<file path="config.mk">
export PLATFORM = sky130hd
export DESIGN_NAME = fetch_unit_pq
export DESIGN_NICKNAME = d
export VERILOG_FILES = /design/src/rtl/fetch_unit_pq.sv
export SDC_FILE = /design/constraint.sdc
export NUM_CORES = 1
export LEC_CHECK = 0
export CORE_MARGIN = 2
export CORE_UTILIZATION = 56
export CTS_CLUSTER_DIAMETER = 100
export DETAILED_ROUTE_END_ITERATION = 8
export PLACE_DENSITY = 0.79
export SYNTH_ARGS = -nofsm -noshare
export SYNTH_HDL_FRONTEND = slang
export SYNTH_SLANG_ARGS = --single-unit
</file>
<file path="constraint.sdc">
create_clock -name clk -period 2.7 [get_ports clk]
set_clock_uncertainty 0.2 [all_clocks]
set_input_delay 0.54 -clock clk [delete_from_list [all_inputs] [get_ports clk]]
set_output_delay 0.54 -clock clk [all_outputs]
set_load 0.005 [all_outputs]
</file>
<file path="src/rtl/fetch_unit_pq.sv">
// Instruction-fetch front end: owns the fetch PC, hides the fixed insmem read
// latency with an in-flight tracker plus a prefetch queue, and flushes on redirect.
module fetch_unit_pq #(
   parameter int              XLEN     = 32,
   parameter int              ADDR_W   = 10,
   parameter int              DEPTH    = 4,
   parameter int              MEM_LAT  = 1,
   parameter logic [XLEN-1:0] RESET_PC = '0
) (
   input  logic                       clk,
   input  logic                       rst,
   output logic                       imem_en,
   output logic [ADDR_W-1:0]          imem_addr,
   input  logic [XLEN-1:0]            imem_rdata,
   input  logic                       redirect_valid,
   input  logic [XLEN-1:0]            redirect_pc,
   output logic                       instr_valid,
   input  logic                       instr_ready,
   output logic [XLEN-1:0]            instr,
   output logic [XLEN-1:0]            instr_pc,
   output logic [$clog2(DEPTH+1)-1:0] q_count
);

   localparam int CNT_W = $clog2(DEPTH + 1);
   localparam int PTR_W = (DEPTH > 1) ? $clog2(DEPTH) : 1;
   localparam int OCC_W = $clog2(DEPTH + MEM_LAT + 1);

   logic [XLEN-1:0]    fetch_pc;
   logic [MEM_LAT-1:0] stage_valid;
   logic [XLEN-1:0]    stage_pc [MEM_LAT];

   logic [XLEN-1:0]    q_instr [DEPTH];
   logic [XLEN-1:0]    q_pc    [DEPTH];
   logic [PTR_W-1:0]   rd_ptr;
   logic [PTR_W-1:0]   wr_ptr;
   logic [CNT_W-1:0]   count;

   logic [OCC_W-1:0]   inflight;
   logic [OCC_W-1:0]   occupancy;
   logic               issue;
   logic               ret;
   logic               deq;

   function automatic logic [PTR_W-1:0] ptr_next(input logic [PTR_W-1:0] p);
      return (p == PTR_W'(DEPTH - 1)) ? '0 : p + PTR_W'(1);
   endfunction

   // NOTE: blocking '=' is correct here: the loop accumulates within one evaluation.
   always_comb begin
      inflight = '0;
      for (int i = 0; i < MEM_LAT; i++)
         inflight = inflight + OCC_W'(stage_valid[i]);
   end

   // Queue entries plus outstanding reads are the credits, so a return always has a slot.
   assign occupancy = OCC_W'(count) + inflight;
   assign issue     = rst && !redirect_valid && (occupancy < OCC_W'(DEPTH));
   assign ret       = stage_valid[MEM_LAT-1] && !redirect_valid;
   assign deq       = instr_valid && instr_ready;

   assign imem_en     = issue;
   assign imem_addr   = fetch_pc[ADDR_W-1:0];
   assign instr_valid = (count != '0);
   assign instr       = q_instr[rd_ptr];
   assign instr_pc    = q_pc[rd_ptr];
   assign q_count     = count;

   // NOTE: sequential state uses '<=' so every register samples pre-edge values.
   always_ff @(posedge clk or negedge rst) begin
      if (!rst) begin
         fetch_pc    <= RESET_PC;
         stage_valid <= '0;
         for (int i = 0; i < MEM_LAT; i++)
            stage_pc[i] <= '0;
      end else if (redirect_valid) begin
         fetch_pc    <= redirect_pc;
         stage_valid <= '0;
      end else begin
         if (issue)
            fetch_pc <= fetch_pc + XLEN'(1);
         stage_valid[0] <= issue;
         stage_pc[0]    <= fetch_pc;
         for (int i = 1; i < MEM_LAT; i++) begin
            stage_valid[i] <= stage_valid[i-1];
            stage_pc[i]    <= stage_pc[i-1];
         end
      end
   end

   always_ff @(posedge clk or negedge rst) begin
      if (!rst) begin
         // NOTE: queue storage is reset so instr/instr_pc read 0, never X, before the first fill.
         for (int i = 0; i < DEPTH; i++) begin
            q_instr[i] <= '0;
            q_pc[i]    <= '0;
         end
         rd_ptr <= '0;
         wr_ptr <= '0;
         count  <= '0;
      end else if (redirect_valid) begin
         rd_ptr <= '0;
         wr_ptr <= '0;
         count  <= '0;
      end else begin
         if (ret) begin
            q_instr[wr_ptr] <= imem_rdata;
            q_pc[wr_ptr]    <= stage_pc[MEM_LAT-1];
            wr_ptr          <= ptr_next(wr_ptr);
         end
         if (deq)
            rd_ptr <= ptr_next(rd_ptr);
         case ({ret, deq})
            2'b10:   count <= count + CNT_W'(1);
            2'b01:   count <= count - CNT_W'(1);
            default: ;
         endcase
      end
   end

   no_overflow: assert property (@(posedge clk) disable iff (!rst)
      !(ret && !deq && (count == CNT_W'(DEPTH))));

endmodule

</file>
* Word level (Yosys, flattened, before mapping)
Cells that the tools add are included.
** Storage, ports and cells
- Register bits after elaboration :: 328
- Output and inout bits :: 79
- Word-level logic and storage cells :: 64
- Input port bits :: 68
** Operators by class
- Eq/ne operators :: 4
- Add/sub/neg operators :: 6
- Reductions and logical operators :: 12
- Magnitude comparators :: 4
- Bitwise logic cells :: 3
- Mux-type cells :: 21
** Operators with widths (number)
- $bwmux W128 :: 2
- $mux W32 :: 7
- $bmux W32 S2 :: 2
- $demux W32 S2 :: 1
- $add A32 B1 Y32 const B :: 1
- $mux W2 :: 6
- $eq A2 B2 Y1 const B :: 3
- $ge A3 B3 Y1 const B :: 2
- $not A2 Y3 :: 2
- $pmux W3 S2 :: 1
- $reduce_bool A2 Y1 :: 3
- $reduce_bool A3 Y1 :: 2
- $logic_and A1 B1 Y1 :: 5
- $add A2 B1 Y2 const B :: 2
- $add A3 B1 Y3 :: 1
- $add A3 B1 Y3 const B :: 1
- $lt A3 B1 Y1 const B :: 1
- $lt A3 B3 Y1 const B :: 1
- $mux W3 :: 1
- $sub A3 B1 Y3 const B :: 1
- $eq A2 B1 Y1 const B :: 1
- $reduce_and A2 Y1 :: 1
- $logic_not A1 Y1 :: 1
- $mux W1 :: 1
- $not A1 Y1 :: 1

* Logic depth before layout (Yosys ltp)
- Depth in word-level cells :: 6
- Gate-level depth with buffers :: 8
- Mapped depth without buffers :: 8

* Worst setup path after synthesis
OpenSTA, ideal clock, no wires.
- Kind :: reg2reg
- Start :: register count[0] (netlist: q_count[0])
- End :: register count[2] (netlist: q_count[2])
- Arrival :: 1.972 ns
- Slack :: 0.396 ns
- Buffers on the path :: 0
- Stages on the path, launching flop included :: 8
- Required time :: 2.368 ns
- Clock period less this slack :: 2.304 ns
- Library setup time :: 0.132 ns
- Path through :: dfrtp_1 -> o31ai_2 -> nor2_1 -> fa_1 -> or3_1 -> nand2_1 -> xnor2_1 -> nor2_1
** On the way
- Cells in the longest elaborated chain, start to end :: 5
- Elaborated cells on any way between the ends :: 9
** Ends and longest elaborated chain
- start: declaration :: line 36 : logic [CNT_W-1:0] count;
- start signal: assignment :: line 113 : 2'b10: count <= count + CNT_W'(1);
- start signal: assignment :: line 114 : 2'b01: count <= count - CNT_W'(1);
- parallel branches: the longest is 5 deep, another holds $sub A3 B1 Y3
Parallel ways; which one is timed is not known.
A chain may end at the register's enable or synchronous reset.

* Final worst setup path
- Start :: register rd_ptr[0]
- End :: output instr_pc[12]
** On the way
- Cells in the longest elaborated chain, start to end :: 4
** Ends and longest elaborated chain
- start: declaration :: line 34 : logic [PTR_W-1:0] rd_ptr;
- start signal: assignment :: line 111 : rd_ptr <= ptr_next(rd_ptr);
- $not A2 Y3 (implied by the code) :: line 65 : assign instr_pc = q_pc[rd_ptr];
- $bmux W32 S2 :: line 65
- $mux W32 (implied by the code) (2 in series) :: line 65
- end: declaration :: line 20 : output logic [XLEN-1:0] instr_pc,
Every way passes these cells. The select of a mux whose other input is x is not followed.

==> impl_metrics.ini <==
[logic_synthesis]
synth_cell_types = 50
seq_area_frac_synth_pct = 56.2
syn_area_um2 = 14600
async_flop_share_pct = 100
yosysTopAreaCellShare_pct = 56.2
synth_area_leaders = dfrtp_1, mux2_2, mux4_2, buf_2, nand2_1
syn_inst = 961
netlist_top_cells_count = dfrtp_1, mux2_2, mux4_2
yosysTopAreaCell = dfrtp_1
ys.flop_type = dfrtp_1
syn_nets = 1036
synth-seq-cells = 328
syn_avg_cell_area_um2 = 15.2
yosys_warnings = 0
synth_most_common_cell = dfrtp_1
synth-edff-count = 0

[critical_path]
r2r_end = q_count[2]
worstSetupPathType = flip-flop to output pin
r2r-start = q_count[0]
worstPathRequired_ns = 1.96
worst-path-max-fanout = 6
r2r_slack_ns = 0.47
crit_chain = buf_12 > buf_12 > buf_12 > buf_12 > mux4_2 > buf_2
cp-end-kind = output pin
r2r_cells = 8
max_stage_delay_ns = 0.50
crit_path_frequent_cell = buf_12
crit_slowest_cell = dfrtp_4
startpoint_type = flip-flop
crit_arrival_ns = 2.13

[final_layout]
syn2layout_area_growth_pct = 21.8
diodes = 0
drive_gt1_share_pct = 46.6
finalNetCount = 1203
stdcell_count = 1487
final_area_um2 = 17800
seqCellArea_um2 = 8210
fillers = 1750
multiInputGateArea_um2 = 6060

[sta]
fmaxAchievable_mhz = 348
setup_tns_ns = -2.87
setup_violations = 56
setup_slack_ns = -0.171
fin_crit_sh_pct = 106
slew_viol_final = 0
rsz0062_at_grt = true
tightest_slew_ns = 0.973
hold_viol = 0
finalCriticalPeriod_ns = 2.87
holdWs_ns = 0.0834
slew-limit-headroom_pct = 35.1

[clocking]
cts_root_buf = clkbuf_16
cts.sinks = 328
clk_pin_slew_ns = 0.06
cts_buffer_depth = 3
cts_tree = built
clk_latency_ns = 0.51
h-tree-depth = 2
cts_buffers = 35

[place]
placed_area_um2 = 16600
port_buffers = 146
gp_congestion = 0.796
dp.final_hpwl_um = 19400
placed_cells_incl_taps = 1407
dpl_worst_slack_ns = 0.0378

[status]
status = complete, but fails checks
failed_checks = setup timing

[floorplanning]
std_cell_rows = 59
dieArea_um2 = 27400
start_util_pct = 56.5
boundaryPins = 147
die_w_um = 165
core_um2 = 25800
fp.dieH_um = 165

[grt]
grt_start_max_net_pins = 167
antenna_found_initial = 0
grt-ovfl-total = 0
grt_pass1_wl_um = 51200
grt_usage_pct = 24.4
grt_pass1_vias = 9396

[route]
drt-initial-drc-count = 566
drc_errors = 0
avgViaCountPerCell = 5.95
drt-total-wl_um = 32400
wl_per_cell_um = 21.8
ant_nets = 0
via_count = 8852
drt_pre_antenna_iters = 6

[power]
powerDensity_nw_per_um2 = 964
vdd_drop_max_v = 0.000690
p_switching_w = 0.00470
pwr-share-seq_pct = 41.0
power_frac_comb_pct = 30.6
p_int_w = 0.0124
swShare_pct = 27.4
clkPwrFrac_pct = 28.4
p_leak_nw = 8.19

[job]
max-cap-violations = 0

[hold_path]
hold_path_class = input port to asynchronous set/reset pin
[placed cells by master (no fill, tap or decap), types with 3 or more instances in the layout]
cell type | synthesis | layout
a211oi_1 | 4 | 4
a21o_1 | 4 | 4
a21oi_1 | 3 | 3
and2_1 | 3 | 3
and3_1 | 12 | 11
and4_1 | 3 | 3
buf_12 | 0 | 22
buf_2 | 36 | 56
buf_4 | 11 | 23
buf_6 | 0 | 4
bufinv_16 | 0 | 3
clkbuf_1 | 13 | 6
clkbuf_16 | 0 | 35
clkbuf_2 | 0 | 4
clkbuf_8 | 0 | 9
clkdlybuf4s50_1 | 0 | 78
clkinv_2 | 0 | 4
dfrtp_1 | 328 | 325
ha_1 | 6 | 6
inv_1 | 6 | 6
inv_6 | 0 | 3
mux2_2 | 286 | 286
mux2i_1 | 8 | 7
mux4_2 | 64 | 64
nand2_1 | 43 | 39
nand2_2 | 1 | 5
nand3_1 | 9 | 9
nand4_1 | 18 | 18
nor2_1 | 17 | 17
nor3_1 | 8 | 8
o211ai_1 | 3 | 3
o21ai_0 | 9 | 9
o21ai_1 | 8 | 8
xnor2_1 | 7 | 7
xor2_1 | 14 | 14
[worst max path at each step]
stage | start | end | slack (ns) | cells past startpoint
after global placement | redirect_valid | imem_en | 0.03 | 5
after floorplan | q_count[0] | q_count[2] | 0.40 | 7
final | rd_ptr[0] | instr_pc[12] | -0.17 | 6
after detailed placement | redirect_valid | imem_en | 0.04 | 5
after CTS | rd_ptr[0] | instr[25] | -0.20 | 6
after global routing | rd_ptr[0] | instr_pc[12] | -0.21 | 6
[logic make-up (layout without fill, tap and decap cells)]
kind of cell               Yosys count  after routing  synth area share [%]
xor gates and xnor gates            21             21                  1.26
buffers and inverters               72            263                  2.44
adders and majority gates            7              7                 0.651
AOI/OAI and AO/OA                   45             45                  2.16
DFF                                328            328                  56.2
muxes                              359            359                  32.6
and+or+nand+nor                    129            129                  4.70
[layout make-up]
class,count,share of cell area [%]
clock inverter,11,0.809
timing repair buffer,196,10.7
clock buffer,50,5.75
sequential,328,46.2
multi-input combinational,561,34.1
inverter,6,0.127
tap,335,2.36
[critical path: cells and delay by family (launching register included)]
| kind | cells | cell delay [ns] |
|---|---|---|
| multiplexers | 1 | 0.43 |
| flip-flops | 1 | 0.50 |
| buffers and inverters | 5 | 0.68 |
[flip-flops by register name, summed over array words and instances (netlist names)]
register	cells
rd_ptr	2
q_pc	128
wr_ptr	2
fetch_pc	32
stage_pc	32
stage_valid	1
q_count	3
q_instr	128
[stage by stage]
step / total power [W] / utilization [%]
floorplan: 0.00983 / -
global placement: 0.0123 / 64.2
detailed placement: 0.0125 / 64.2
CTS: 0.0173 / 69.0
global route: 0.0180 / 68.8
finish: 0.0171 / 68.8
[power groups by stage]
stage | sequential, W | clock [W] | combinational, W
2_1_floorplan | 0.00680 | 0 | 0.00303
3_3_place_gp | 0.00700 | 0 | 0.00534
3_5_place_dp | 0.00708 | 0 | 0.00544
4_1_cts | 0.00701 | 0.00494 | 0.00539
5_1_grt | 0.00719 | 0.00515 | 0.00567
6_report | 0.00702 | 0.00487 | 0.00525
[repair_timing]
action / in CTS / in global routing
cloned: 6 / 0
setup endpoints to repair: 66 / 49
gates resized for setup: 260 / 9
endpoints found under the hold margin: 28 / 0
buffers inserted: 13 / 1
hold buffers: 2 / 0
[routing by layer]
layer  track usage [%]  vias up  wire length [µm]
met5                 0        -                 0
met4              6.94        0               799
met3              5.29       65              2110
met2              40.2      260             15800
met1              32.9     4631             13700
li1                  -     3896                 -
No activity file was read; power rests on OpenSTA's default activity.
